[src/rtl/ps2_frame_tx.sv]
// ps2_frame_tx -- device-side PS/2-style serial frame transmitter.
//
// Accepts a word on a valid/ready handshake. It then sends the word on an
// open-collector-style clock/data pair. The frame is sent LSB-first as:
//   start(0), DATA_BITS data bits, optional odd parity, STOP_BITS stop(1).
// Each bit takes one slot of 4*QUARTER system clocks. Within a slot:
//   - ps2_dat changes a quarter period in, while ps2_clk is high.
//   - ps2_clk is low for the second half, so the host samples on the fall.
// After each frame or abort, IDLE_BITS idle bit periods are enforced.
//
// Optional feature macro: PS2_TX_PARITY_EN.
//   Defined: an odd-parity bit (XNOR-reduce of the data) follows the data.
//   Undefined: the frame has no parity slot.
//
// Parameters:
//   DATA_BITS  data bits per frame (1..16)
//   QUARTER    system clocks per quarter bit period (>=1)
//   STOP_BITS  stop bits per frame (1..2)
//   IDLE_BITS  idle bit periods after each frame or abort (>=0)
//
// Ports:
//   clk       system clock, rising edge
//   rst_n     asynchronous active-low reset
//   in_data   word to send, captured on accept
//   in_valid  word available
//   in_ready  block can accept (IDLE and not inhibited), combinational
//   inhibit   host inhibit, already synchronised to clk
//   ps2_clk   serial clock, registered, idle high
//   ps2_dat   serial data, registered, idle high
//   busy      registered, high while sending or in the idle gap
//   done      registered, one-cycle pulse on normal frame completion
//   aborted   registered, one-cycle pulse when inhibit kills a frame

module ps2_frame_tx #(
  parameter int DATA_BITS = 8,
  parameter int QUARTER   = 2,
  parameter int STOP_BITS = 1,
  parameter int IDLE_BITS = 1
) (
  input  logic                 clk,
  input  logic                 rst_n,
  input  logic [DATA_BITS-1:0] in_data,
  input  logic                 in_valid,
  output logic                 in_ready,
  input  logic                 inhibit,
  output logic                 ps2_clk,
  output logic                 ps2_dat,
  output logic                 busy,
  output logic                 done,
  output logic                 aborted
);

`ifdef PS2_TX_PARITY_EN
  localparam int PAR_BITS = 1;
`else
  localparam int PAR_BITS = 0;
`endif

  localparam int NSLOT  = DATA_BITS + 1 + STOP_BITS + PAR_BITS;
  localparam int BITCYC = 4 * QUARTER;
  localparam int KW     = $clog2(BITCYC);
  localparam int SW     = $clog2(NSLOT);
  localparam int GAPCYC = IDLE_BITS * BITCYC;
  localparam int GW     = (GAPCYC > 1) ? $clog2(GAPCYC) : 1;

  localparam logic [KW-1:0] K_DAT  = KW'(QUARTER);
  localparam logic [KW-1:0] K_FALL = KW'(2 * QUARTER);
  localparam logic [KW-1:0] K_LAST = KW'(BITCYC - 1);
  localparam logic [SW-1:0] S_LAST = SW'(NSLOT - 1);
  localparam logic [GW-1:0] G_LAST = GW'((GAPCYC > 0) ? GAPCYC - 1 : 0);

  typedef enum logic [1:0] {
    IDLE = 2'd0,
    SEND = 2'd1,
    GAP  = 2'd2
  } state_t;

  state_t          state, state_n;
  logic [KW-1:0]   k, k_n;
  logic [SW-1:0]   slot, slot_n;
  logic [GW-1:0]   gcnt, gcnt_n;
  logic            clk_n, dat_n, busy_n, done_n, abort_n;
  logic            load;
  logic [NSLOT-1:0] frame_d, frame;

  // The whole frame is assembled at accept time. slot i then simply sends
  // frame[i], and in_data is free to change during the frame.
`ifdef PS2_TX_PARITY_EN
  assign frame_d = {{STOP_BITS{1'b1}}, ~^in_data, in_data, 1'b0};
`else
  assign frame_d = {{STOP_BITS{1'b1}}, in_data, 1'b0};
`endif

  assign in_ready = (state == IDLE) && !inhibit;

  always_comb begin
    state_n = state;
    k_n     = k;
    slot_n  = slot;
    gcnt_n  = gcnt;
    clk_n   = 1'b1;
    dat_n   = ps2_dat;
    done_n  = 1'b0;
    abort_n = 1'b0;
    load    = 1'b0;

    case (state)
      IDLE: begin
        dat_n = 1'b1;
        if (in_valid && in_ready) begin
          load    = 1'b1;
          state_n = SEND;
          k_n     = '0;
          slot_n  = '0;
        end
      end

      SEND: begin
        // The final falling edge is issued at slot N-1, k=2Q. From that
        // point the host has the whole frame, so inhibit no longer aborts.
        if (inhibit && !((slot == S_LAST) && (k >= K_FALL))) begin
          abort_n = 1'b1;
          dat_n   = 1'b1;
          gcnt_n  = '0;
          if (GAPCYC > 0) state_n = GAP;
          else            state_n = IDLE;
        end else if ((slot == S_LAST) && (k == K_LAST)) begin
          done_n = 1'b1;
          dat_n  = 1'b1;
          gcnt_n = '0;
          if (GAPCYC > 0) state_n = GAP;
          else            state_n = IDLE;
        end else begin
          if (k == K_LAST) begin
            k_n    = '0;
            slot_n = slot + 1'b1;
          end else begin
            k_n = k + 1'b1;
          end
          clk_n = !(k_n >= K_FALL);
          // Data moves only a quarter period into the slot, while the clock
          // is high. Before that it keeps the previous bit.
          if (k_n == K_DAT) dat_n = frame[slot_n];
        end
      end

      GAP: begin
        dat_n = 1'b1;
        if (gcnt == G_LAST) state_n = IDLE;
        else                gcnt_n  = gcnt + 1'b1;
      end

      default: begin
        state_n = IDLE;
        dat_n   = 1'b1;
      end
    endcase

    busy_n = (state_n != IDLE);
  end

  always_ff @(posedge clk or negedge rst_n) begin
    if (!rst_n) begin
      state   <= IDLE;
      k       <= '0;
      slot    <= '0;
      gcnt    <= '0;
      ps2_clk <= 1'b1;
      ps2_dat <= 1'b1;
      busy    <= 1'b0;
      done    <= 1'b0;
      aborted <= 1'b0;
    end else begin
      state   <= state_n;
      k       <= k_n;
      slot    <= slot_n;
      gcnt    <= gcnt_n;
      ps2_clk <= clk_n;
      ps2_dat <= dat_n;
      busy    <= busy_n;
      done    <= done_n;
      aborted <= abort_n;
    end
  end

  // Frame contents are datapath only. They are meaningful only after load,
  // so they carry no reset.
  always_ff @(posedge clk) begin
    if (load) frame <= frame_d;
  end

endmodule

[config.mk]
export PLATFORM = sky130hd
export DESIGN_NAME = ps2_frame_tx
export DESIGN_NICKNAME = d
export VERILOG_FILES = /design/src/rtl/ps2_frame_tx.sv
export SDC_FILE = /design/constraint.sdc
export NUM_CORES = 1
export LEC_CHECK = 0
export CORE_AREA = 2 2 57 59
export DETAILED_ROUTE_END_ITERATION = 8
export DIE_AREA = 0 0 59 61
export GPL_TIMING_DRIVEN = 0
export PLACE_DENSITY_LB_ADDON = 0.05
export SETUP_SLACK_MARGIN = 0.4
export SLEW_MARGIN = 10
export SYNTH_ARGS = -nofsm -noshare
export SYNTH_HDL_FRONTEND = slang
export SYNTH_SLANG_ARGS = --single-unit
export TNS_END_PERCENT = 30
[constraint.sdc]
create_clock -name clk -period 2.4 [get_ports clk]
set_input_delay 0.24 -clock clk [delete_from_list [all_inputs] [get_ports clk]]
set_output_delay 0.24 -clock clk [all_outputs]
set_load 0.005 [all_outputs]
; Word-level counts from Yosys, hierarchy flattened
; Index checks and enable logic that the tools add are counted.
[totals]
inputBits = 12
out_inout_bits = 6
regBits = 25
[classes]
reduce_logical = 14
addsub = 3
n_mux = 41
magnitude_cmp = 3
n_eq_ne = 12
[op_table]
columns = operator, n
row1 = 3-bit 2-to-1 mux, 10
row2 = 4-bit 2-to-1 mux, 7
row3 = 1-bit 2-to-1 mux, 15
row4 = 3-bit one-hot mux with 2 select lines, 2
row5 = 2-bit 2-to-1 mux, 4
row6 = 4-bit one-hot mux with 2 select lines, 1
row7 = "3-bit by 1-bit adder with 3-bit output, second input constant", 2
row8 = "3-bit == test, second input constant", 2
row9 = "3-bit >= comparator, second input constant", 2
row10 = "2-bit inequality test, second input constant", 3
row11 = 2-bit one-hot mux with 3 select lines, 1
row12 = 2-bit nonzero test, 3
row13 = 1-bit logical AND, 5
row14 = "4-bit by 5-bit < comparator with 1-bit output, second input constant", 1
row15 = "4-bit by 1-bit adder with 4-bit output, second input constant", 1
row16 = 1-bit binary-select mux with 4-bit select, 1
row17 = "4-bit == test, second input constant", 1
row18 = "4-bit inequality test, second input constant", 1
row19 = 4-bit AND reduction, 1
row20 = "3-bit by 2-bit == test with 1-bit output, second input constant", 1
row21 = 1-bit zero test, 3
row22 = "3-bit inequality test, second input constant", 1
row23 = 3-bit AND reduction, 1
row24 = "2-bit by 1-bit == test with 1-bit output, second input constant", 1
row25 = other kinds (3), 3

; Depth between registers and ports, before layout
; Gate-level depths: netlist of run 1.
[depth]
ltp_word = 12
depth_mapped = 8
ltp_nobuf = 7

; Worst setup path after synthesis of run 1
; No wires, ideal clock.
[synth_timing]
kind = flip-flop to flip-flop
startpoint = register k[0]
endpoint = register ps2_dat
slack_ns = 0.636
setup_time_ns = 0.062
stages_incl_launch_ff = 9
arrival_ns = 1.703
synth_period_minus_slack_ns = 1.764
cell_sequence = dfrtp_1 > ha_1 > ha_1 > buf_4 > nand4_1 > xor2_1 > a311oi_1 > a211oi_1 > o32a_1
[synth_via]
elab_chain_len = 11
word_cells_on_any_way = 23
classes_between = add/sub: 1 / order compare: 1 / eq/ne: 3 / mux: 14 / reduce/logical: 4
[synth_lines]
columns = item, line
row1 = from (decl), 79  ; logic [KW-1:0] k, k_n;
row2 = from (signal assigned), 175  ; k <= k_n;
row3 = 3-bit == test, "127, 134"
row4 = 4-bit 2-to-1 mux, 134  ; if (k == K_LAST) begin
row5 = 4-bit 2-to-1 mux, 127  ; end else if ((slot == S_LAST) && (k == K_LAST)) begin
row6 = 4-bit 2-to-1 mux, 121  ; if (inhibit && !((slot == S_LAST) && (k >= K_FALL))) begin
row7 = 4-bit 2-to-1 mux, 107  ; case (state)
row8 = 1-bit binary-select mux with 4-bit select, 143  ; if (k_n == K_DAT) dat_n = frame[slot_n];
row9 = 1-bit 2-to-1 mux (not written as such), 143
row10 = 1-bit 2-to-1 mux, 143
row11 = 1-bit 2-to-1 mux, 127
row12 = 1-bit 2-to-1 mux, 121
row13 = 1-bit 2-to-1 mux, 107
row14 = to (signal assigned), 179  ; ps2_dat <= dat_n;
row15 = to (decl), 47  ; output logic ps2_dat,
; Several ways; a longest one is shown, not always the timed one. The select of a mux whose other input is x is not followed.
; A chain may end at the register's enable or synchronous reset.

; Final worst setup path of run 1
[layout_timing]
startpoint = register k[1]
endpoint = register ps2_dat
; The elaborated chain is that of the path after synthesis.

==> impl_metrics.json, run 1 <==
{
  "status": "completed",
  "grt_pass1_vias": 913,
  "start_kind": "register",
  "remaining_drc_errors": 0,
  "row_count": 20,
  "slew_violations": 0,
  "powerDensity_nw_per_um2": 725,
  "ys_ff_latch": 25,
  "cts_buffers": 3,
  "fp.dieH_um": 61,
  "wire_per_inst_um": 14.2,
  "drive_above_1_share_pct": 14.2,
  "via_per_inst": 5.56,
  "core_area_sq_um": 2950,
  "synthArstFlopShare_pct": 68.0,
  "io_buffers": 17,
  "syn_to_final_growth_pct": 21.6,
  "utilization_pct": 53.0,
  "wl_mm": 2.37,
  "rrSetupSlack_ps": 480,
  "rsz0062_at_grt": "no",
  "netlist_top_cells_count": "15 x dfrtp_1, 10 x nand2_1, 8 x edfxtp_1, 7 x ha_1, 6 x o21ai_0",
  "p_leak_nw": 0.625,
  "clk_path_buf_depth": 2,
  "synth_nets": 130,
  "die-width_um": 59,
  "io_pins": 18,
  "synth_ff_type": "dfrtp_1",
  "yosys-top-cells-area": "dfrtp_1 29%, edfxtp_1 19%, ha_1 6.8%, dfstp_2 4.1%, mux2i_1 3.9%",
  "crit_path_max_incr_delay_ps": 420,
  "register_area_sq_um": 669,
  "relSlewSlack_pct": 50.5,
  "skew_ps": 0.843,
  "nets": 154,
  "finalWeightedCongestion": 0.762,
  "syn-cell-area_sq_um": 1290,
  "peakVddDrop_mv": 0.278,
  "syn_area_per_cell_sq_um": 11.6,
  "required_ps": 2650,
  "h-tree-depth": 1,
  "fin_setup_tns_ps": 0,
  "overflow": 0,
  "final_hold_viol_count": 0,
  "synth_top_area_cell": "dfrtp_1",
  "cts-root-buf": "clkbuf_4",
  "critical_path.max_fanout": 10,
  "start_util_pct": 43.6,
  "fin_crit_sh_pct": 79.8,
  "multi_input_area_sq_um": 604,
  "worstSkewPairLatency_ps": 300,
  "crit_arrival_ps": 2170,
  "grt_first_pass_wirelength_mm": 4.06,
  "slowest_stage": "dfrtp_1",
  "cp_num_cells": 8,
  "ys.warnings.count": 0,
  "hold_class": "input port to asynchronous set/reset pin",
  "synth_edf_count": 8,
  "cts.clk_slew.worst_paths_ps": 120,
  "num-fill-cells": 287,
  "crit_type": "register to register",
  "dieArea_sq_um": 3600,
  "synth_top_area_share_pct": 29.2,
  "crit_family": "compound AO/OA/AOI/OAI gates",
  "cts.sink_count": 25,
  "grt_max_degree": 18,
  "synth_seq_area_share_pct": 51.9,
  "period_minus_slack_ps": 1920,
  "num_vias": 928,
  "max_cap_violations": 0,
  "crit_chain": "ha_1 > ha_4 > buf_6 > nand4_1 > xor2_2 > a311oi_1 > a211oi_1 > o32a_1",
  "antenna_found_initial": 0,
  "antennaDiodeCount": 0,
  "r2r_cells": 8,
  "critPathBufInv": 1,
  "post-synth-top-count-cell": "dfrtp_1",
  "grt_usage_pct": 15.2,
  "drt_pass1_iterations": 4,
  "syn_inst": 111,
  "fmax_ghz": 0.522,
  "crit_path_end_kind": "register",
  "tightest_slew_ps": 739,
  "cts_tree": "done",
  "setup_violations": 0,
  "drt_iter0_drc": 16,
  "postRouteAntennaNets": 0,
  "synth.distinct_cells": 39,
  "hpwl_mm": 1.76
}
==> cell families (layout without fill, tap and decap cells) <==
group / after synthesis / in the layout / synth area share [%]
fa+ha+maj: 7 / 7 / 6.81
compound gates: 23 / 23 / 13.4
simple gates: 41 / 41 / 17.9
flops: 25 / 25 / 51.9
xor+xnor: 2 / 2 / 1.36
buf+inv: 6 / 29 / 2.63
mux: 7 / 7 / 5.93
==> timing repair <==
action / CTS / global route
endpoints found under the setup margin: 1 / 1
buffers inserted: 0 / 2
gates resized for setup: 2 / 3
hold buffers: 0 / 0
pin swaps: 2 / 3
hold endpoints to repair: 0 / 0
cloned: 0 / 0
==> flip-flops by register name, summed over array words and instances (netlist names), 2 cells and up <==
name and flops:
frame 8, gcnt 3, k 3, slot 4, state 2
==> through the flow <==
stage	hold WS (ps)	worst slack, ps	area [sq um]	power [mW]	cells
2_1_floorplan	-55.6	636	1290	0.825	111
3_3_place_gp	520	353	1500	0.933	161
3_5_place_dp	547	345	1500	0.953	161
4_1_cts	375	403	1530	1.14	165
5_1_grt	428	392	1560	1.23	167
6_report	360	484	1560	1.13	167
==> cell type report <==
class	count	share of cell area [%]
plain buffers	2	1.44
well taps	33	2.64
repair buffers	19	11.8
multi-input cells	80	38.6
inverters	4	0.960
clock buffers	4	1.68
flip-flops and latches	25	42.8
==> where the power goes <==
group	total, mW	switching [mW]	leakage [nW]	internal [mW]
clock	0.178	0.114	0.0150	0.0647
sequential	0.600	0.0705	0.292	0.529
combinational	0.356	0.172	0.317	0.184
total	1.13	0.356	0.625	0.778
==> routing by layer <==
layer  up-vias  track usage, %  share of wire [%]
met1       454            18.9                 46
li1        453               -                  -
met5         -               0                  0
met3         2            1.92                3.8
met4         0            4.87               0.42
met2        19            27.5                 50
==> final timing paths <==
path,start,end
hold reg to reg,k[1],k[1]
max in group asynchronous,rst_n,slot[1]
min in group clk,in_data[3],frame[4]
setup / recovery,k[1],ps2_dat
hold / removal,rst_n,gcnt[2]
setup reg to reg,k[1],ps2_dat
==> cells in the final DEF, fill, tap and decap left out, types with 3 or more instances in the layout <==
cell type,instances
o21ai_0,6
nor2_1,4
nand3_1,5
a22o_1,3
clkdlybuf4s50_1,17
nor3_1,5
clkbuf_4,3
mux2i_1,5
edfxtp_1,8
dfrtp_1,14
nand2b_1,4
inv_1,4
nor2b_1,5
ha_1,6
nand2_1,10
No activity file was read; power rests on OpenSTA's default activity.
==> run 2: changes to the inputs <==
==> constraint.sdc (replaced) <==
create_clock -name clk -period 2 [get_ports clk]
set_input_delay 0.2 -clock clk [delete_from_list [all_inputs] [get_ports clk]]
set_output_delay 0.2 -clock clk [all_outputs]
set_load 0.005 [all_outputs]
==> impl_metrics.json, run 2 (synthesized netlist as in run 1, its figures left out) <==
{
  "total_power_mw": 1.45,
  "skew_ps": 1.10,
  "fp.dieH_um": 61,
  "core_area_sq_um": 2950,
  "via_per_inst": 5.61,
  "num_vias": 1004,
  "dieArea_sq_um": 3600,
  "combPwrFrac_pct": 36.1,
  "internal_power_mw": 0.992,
  "setup_violations": 0,
  "final_cell_mix": "16 x clkdlybuf4s50_1, 12 x buf_4, 11 x dfrtp_1, 10 x nand2_1, 8 x edfxtp_1",
  "cts.clk_slew.worst_paths_ps": 140,
  "peakVddDrop_mv": 0.386,
  "io_buffers": 17,
  "io_pins": 18,
  "slowest_stage": "dfrtp_1",
  "status": "completed",
  "remaining_drc_errors": 0,
  "crit_chain": "ha_2 > ha_4 > buf_8 > nand4_1 > xor2_2 > a311oi_2 > a211oi_2 > o32a_1",
  "p_clk_share_pct": 15.7,
  "utilization_pct": 57.8,
  "crit_type": "register to register",
  "finalWeightedCongestion": 0.744,
  "max_cap_violations": 0,
  "dpl.cell_count": 161,
  "clk_path_buf_depth": 2,
  "seq_power_share_pct": 48.1,
  "wire_per_inst_um": 14.6,
  "place_ws_ps": 111,
  "wl_mm": 2.62,
  "layout.cells.non_filler": 179,
  "final_hold_viol_count": 0,
  "tightest_slew_ps": 748,
  "start_util_pct": 43.6,
  "postRouteAntennaNets": 0,
  "whs_ps": 304,
  "overflow": 0,
  "h-tree-depth": 1,
  "antenna_found_initial": 0,
  "hpwl_mm": 1.78,
  "die-width_um": 59,
  "placed_cell_area_sq_um": 1520,
  "period_minus_slack_ps": 1830,
  "crit_path_end_kind": "register",
  "rsz0062_at_grt": "yes",
  "p_leak_nw": 0.693,
  "grt_max_degree": 18,
  "powerDensity_nw_per_um2": 852,
  "hold_class": "input port to asynchronous set/reset pin",
  "critical_path.max_fanout": 6,
  "required_ps": 2270,
  "setup_slack_ps": 171,
  "ctsHoldBuffers": 0,
  "cts.sink_count": 25,
  "worstSkewPairLatency_ps": 320,
  "cts-root-buf": "clkbuf_4",
  "grt_pass1_vias": 980,
  "start_kind": "register",
  "cts_buffers": 3,
  "fin_setup_tns_ps": 0,
  "fmax_ghz": 0.547,
  "antennaDiodeCount": 0,
  "syn_to_final_growth_pct": 32.8,
  "cts_tree": "done",
  "drt_iter0_drc": 33,
  "crit_arrival_ps": 2100,
  "drt_pass1_iterations": 4,
  "grt_first_pass_wirelength_mm": 4.28,
  "top_register": "frame",
  "relSlewSlack_pct": 50.0,
  "crit_path_max_incr_delay_ps": 410,
  "drive_above_1_share_pct": 29.5,
  "row_count": 20,
  "p_switching_mw": 0.463,
  "critPathBufInv": 1,
  "nets": 166,
  "largest_register_ffs": 8,
  "grt_usage_pct": 15.9,
  "crit_family": "compound AO/OA/AOI/OAI gates",
  "swShare_pct": 31.8,
  "final_common_cell": "clkdlybuf4s50_1",
  "slew_violations": 0,
  "fin_area_sq_um": 1710,
  "reg.largest.list": "frame (8), slot (4)",
  "fin_crit_sh_pct": 91.4
}
run 2: cell types whose count changed in the layout (fill, tap and decap cells not counted), moves of 2 or more:
cell / change
ha_1: -2
buf_4: +10
dfrtp_2: +3
dfrtp_1: -3
run 2: repair_timing:
item                       CTS  global route
pin swaps                    3             9
setup buffers               11             3
setup endpoints to repair   23            15
resized for setup            9             7
run 2: final timing paths:
path | startpoint | endpoint | slack, ps | cells past startpoint
setup / recovery | k[1] | ps2_dat | 170 | 8
hold / removal | rst_n | gcnt[1] | 300 | 1
setup reg to reg | k[1] | ps2_dat | 170 | 8
hold reg to reg | gcnt[1] | gcnt[1] | 580 | 2
max in group asynchronous | rst_n | slot[1] | 1190 | 1
min in group clk | in_data[2] | frame[3] | 420 | 1
run 2: power groups by stage:
stage	clock, mW	combinational, mW	sequential, mW
floorplan	0	0.277	0.714
global placement	0	0.391	0.730
detailed placement	0	0.407	0.738
CTS	0.241	0.509	0.700
global route	0.259	0.597	0.714
finish	0.229	0.526	0.700
run 2: cell type report:
type / instances / area, sq um
fill: 257 / 1240
sequential: 25 / 673
multi-input combinational: 80 / 649
timing repair buffer: 31 / 275
tap: 33 / 41.3
buffer: 2 / 26.3
clock buffer: 3 / 22.5
inverter: 4 / 15.0
clock inverter: 1 / 5.00
run 2: per-layer routing:
metal | GRT usage, % | up-vias | part of all wire [%]
met5 | 0 | - | 0
met3 | 1.92 | 4 | 4.1
met2 | 30.8 | 25 | 54
met1 | 17.8 | 493 | 41
li1 | - | 482 | -
met4 | 5.84 | 0 | 1.0
==> run 3: changes to the inputs <==
--- a/config.mk
+++ b/config.mk
@@ -5,9 +5,11 @@
 export SDC_FILE = /design/constraint.sdc
 export NUM_CORES = 1
 export LEC_CHECK = 0
-export CORE_AREA = 2 2 57 59
+export CELL_PAD_IN_SITES_DETAIL_PLACEMENT = 1
+export CELL_PAD_IN_SITES_GLOBAL_PLACEMENT = 1
+export CORE_AREA = 2 2 59 61
 export DETAILED_ROUTE_END_ITERATION = 8
-export DIE_AREA = 0 0 59 61
+export DIE_AREA = 0 0 61 63
 export GPL_TIMING_DRIVEN = 0
 export PLACE_DENSITY_LB_ADDON = 0.05
 export SETUP_SLACK_MARGIN = 0.4
==> impl_metrics.json, run 3 (synthesized netlist as in run 1, its figures left out) <==
{
  "status": "completed",
  "syn_to_final_growth_pct": 40.3,
  "largest_register_ffs": 8,
  "placed_cell_area_sq_um": 1540,
  "relSlewSlack_pct": 47.6,
  "crit_type": "register to register",
  "peakVddDrop_mv": 0.527,
  "layout.cells.non_filler": 195,
  "crit_arrival_ps": 2080,
  "cts-root-buf": "clkbuf_4",
  "tightest_slew_ps": 784,
  "fin_setup_tns_ps": 0,
  "worstSkewPairLatency_ps": 330,
  "r2r_cells": 9,
  "cts.clk_slew.worst_paths_ps": 140,
  "top_register": "frame",
  "rsz0062_at_grt": "yes",
  "antenna_found_initial": 0,
  "grt_pass1_vias": 1119,
  "antennaDiodeCount": 0,
  "die-width_um": 61,
  "grt_usage_pct": 18.2,
  "io_buffers": 17,
  "required_ps": 2280,
  "fin_area_sq_um": 1800,
  "cts_tree": "done",
  "cts_buffers": 3,
  "grt_first_pass_wirelength_mm": 5.20,
  "num_vias": 1013,
  "grt_max_degree": 18,
  "reg.largest.list": "frame (8), slot (4)",
  "wl_mm": 3.14,
  "fp.dieH_um": 63,
  "hpwl_mm": 1.99,
  "skew_ps": 5.40,
  "setup_slack_ps": 198,
  "crit_path_end_kind": "register",
  "setup_violations": 0,
  "clk_path_buf_depth": 2,
  "num-fill-cells": 358,
  "cts.sink_count": 25,
  "io_pins": 18,
  "crit_path_max_incr_delay_ps": 410,
  "remaining_drc_errors": 0,
  "p_leak_nw": 0.727,
  "dpl.cell_count": 174,
  "core_area_sq_um": 3230,
  "period_minus_slack_ps": 1800,
  "slew_violations": 0,
  "register_area_sq_um": 672,
  "place_ws_ps": 90.8,
  "dieArea_sq_um": 3840,
  "start_util_pct": 39.8,
  "crit_chain": "ha_2 > ha_4 > buf_6 > nand4_1 > xor2_2 > buf_4 > o311ai_4 > nand3_1 > o32a_1",
  "start_kind": "register",
  "fmax_ghz": 0.555,
  "h-tree-depth": 1,
  "utilization_pct": 55.8,
  "nets": 169,
  "final_cell_mix": "16 x clkdlybuf4s50_1, 16 x buf_4, 12 x dfrtp_1, 9 x nand2_1, 8 x edfxtp_1",
  "max_cap_violations": 0,
  "overflow": 0,
  "finalWeightedCongestion": 0.827,
  "multi_input_area_sq_um": 711,
  "postRouteAntennaNets": 0,
  "row_count": 21,
  "wire_per_inst_um": 16.1,
  "fin_crit_sh_pct": 90.1,
  "via_per_inst": 5.19,
  "final_hold_viol_count": 0,
  "drive_above_1_share_pct": 36.2,
  "critical_path.max_fanout": 7,
  "drt_iter0_drc": 22,
  "slowest_stage": "dfrtp_1",
  "hold_class": "input port to asynchronous set/reset pin",
  "drt_pass1_iterations": 3,
  "powerDensity_nw_per_um2": 840
}
run 3: changes by cell type in the layout (fill, tap and decap cells not counted), sizes merged:
cell / change
clkinv: -1
buf: +4
run 3: metal layers:
| layer | track usage (%) | routed length [um] |
|---|---|---|
| met3 | 2.48 | 51 |
| met1 | 24.6 | 1420 |
| met2 | 29.3 | 1620 |
| met5 | 0 | 0 |
| met4 | 6.52 | 43 |
run 3: worst max-delay path: cells and delay by family (launching register included):
kind	cells	cell delay [ps]
buffers and inverters	2	300
XOR/XNOR	1	230
AND/OR/NAND/NOR	2	190
flip-flops	1	410
AO/OA/AOI/OAI	2	230
adder cells (fa/ha/maj)	2	380
run 3: metrics by stage:
stage / hold slack (ps) / power, mW
after global placement: 522 / 1.13
after detailed placement: 565 / 1.16
after global routing: 356 / 1.63
final: 310 / 1.51
after floorplan: -95.6 / 0.992
after CTS: 325 / 1.46
run 3: timing repair:
item	in CTS	in global routing
pin swaps	6	12
setup buffers	13	4
hold buffers	0	0
resized for setup	8	20
setup endpoints to repair	24	23
run 3: final cells by class:
cell class	count	share of cell area, %
Buffer	2	1.25
Inverter	4	0.832
Tap cell	46	3.19
Timing Repair Buffer	34	16.6
Multi-Input combinational cell	80	39.4
Sequential cell	25	37.2
Clock buffer	4	1.46
run 3: final timing paths:
path                            start        to  slack [ps]
max                              k[1]   ps2_dat         200
min                             rst_n      k[2]         310
max reg2reg                      k[1]   ps2_dat         200
min reg2reg                   gcnt[1]   gcnt[1]         570
max in group asynchronous       rst_n   slot[1]        1150
min in group clk           in_data[7]  frame[8]         420
run 3: power by group:
group | switching (mW) | leakage [nW] | total, mW | internal (mW)
sequential | 0.0679 | 0.290 | 0.707 | 0.639
clock | 0.159 | 0.0150 | 0.238 | 0.0782
combinational | 0.283 | 0.422 | 0.571 | 0.288
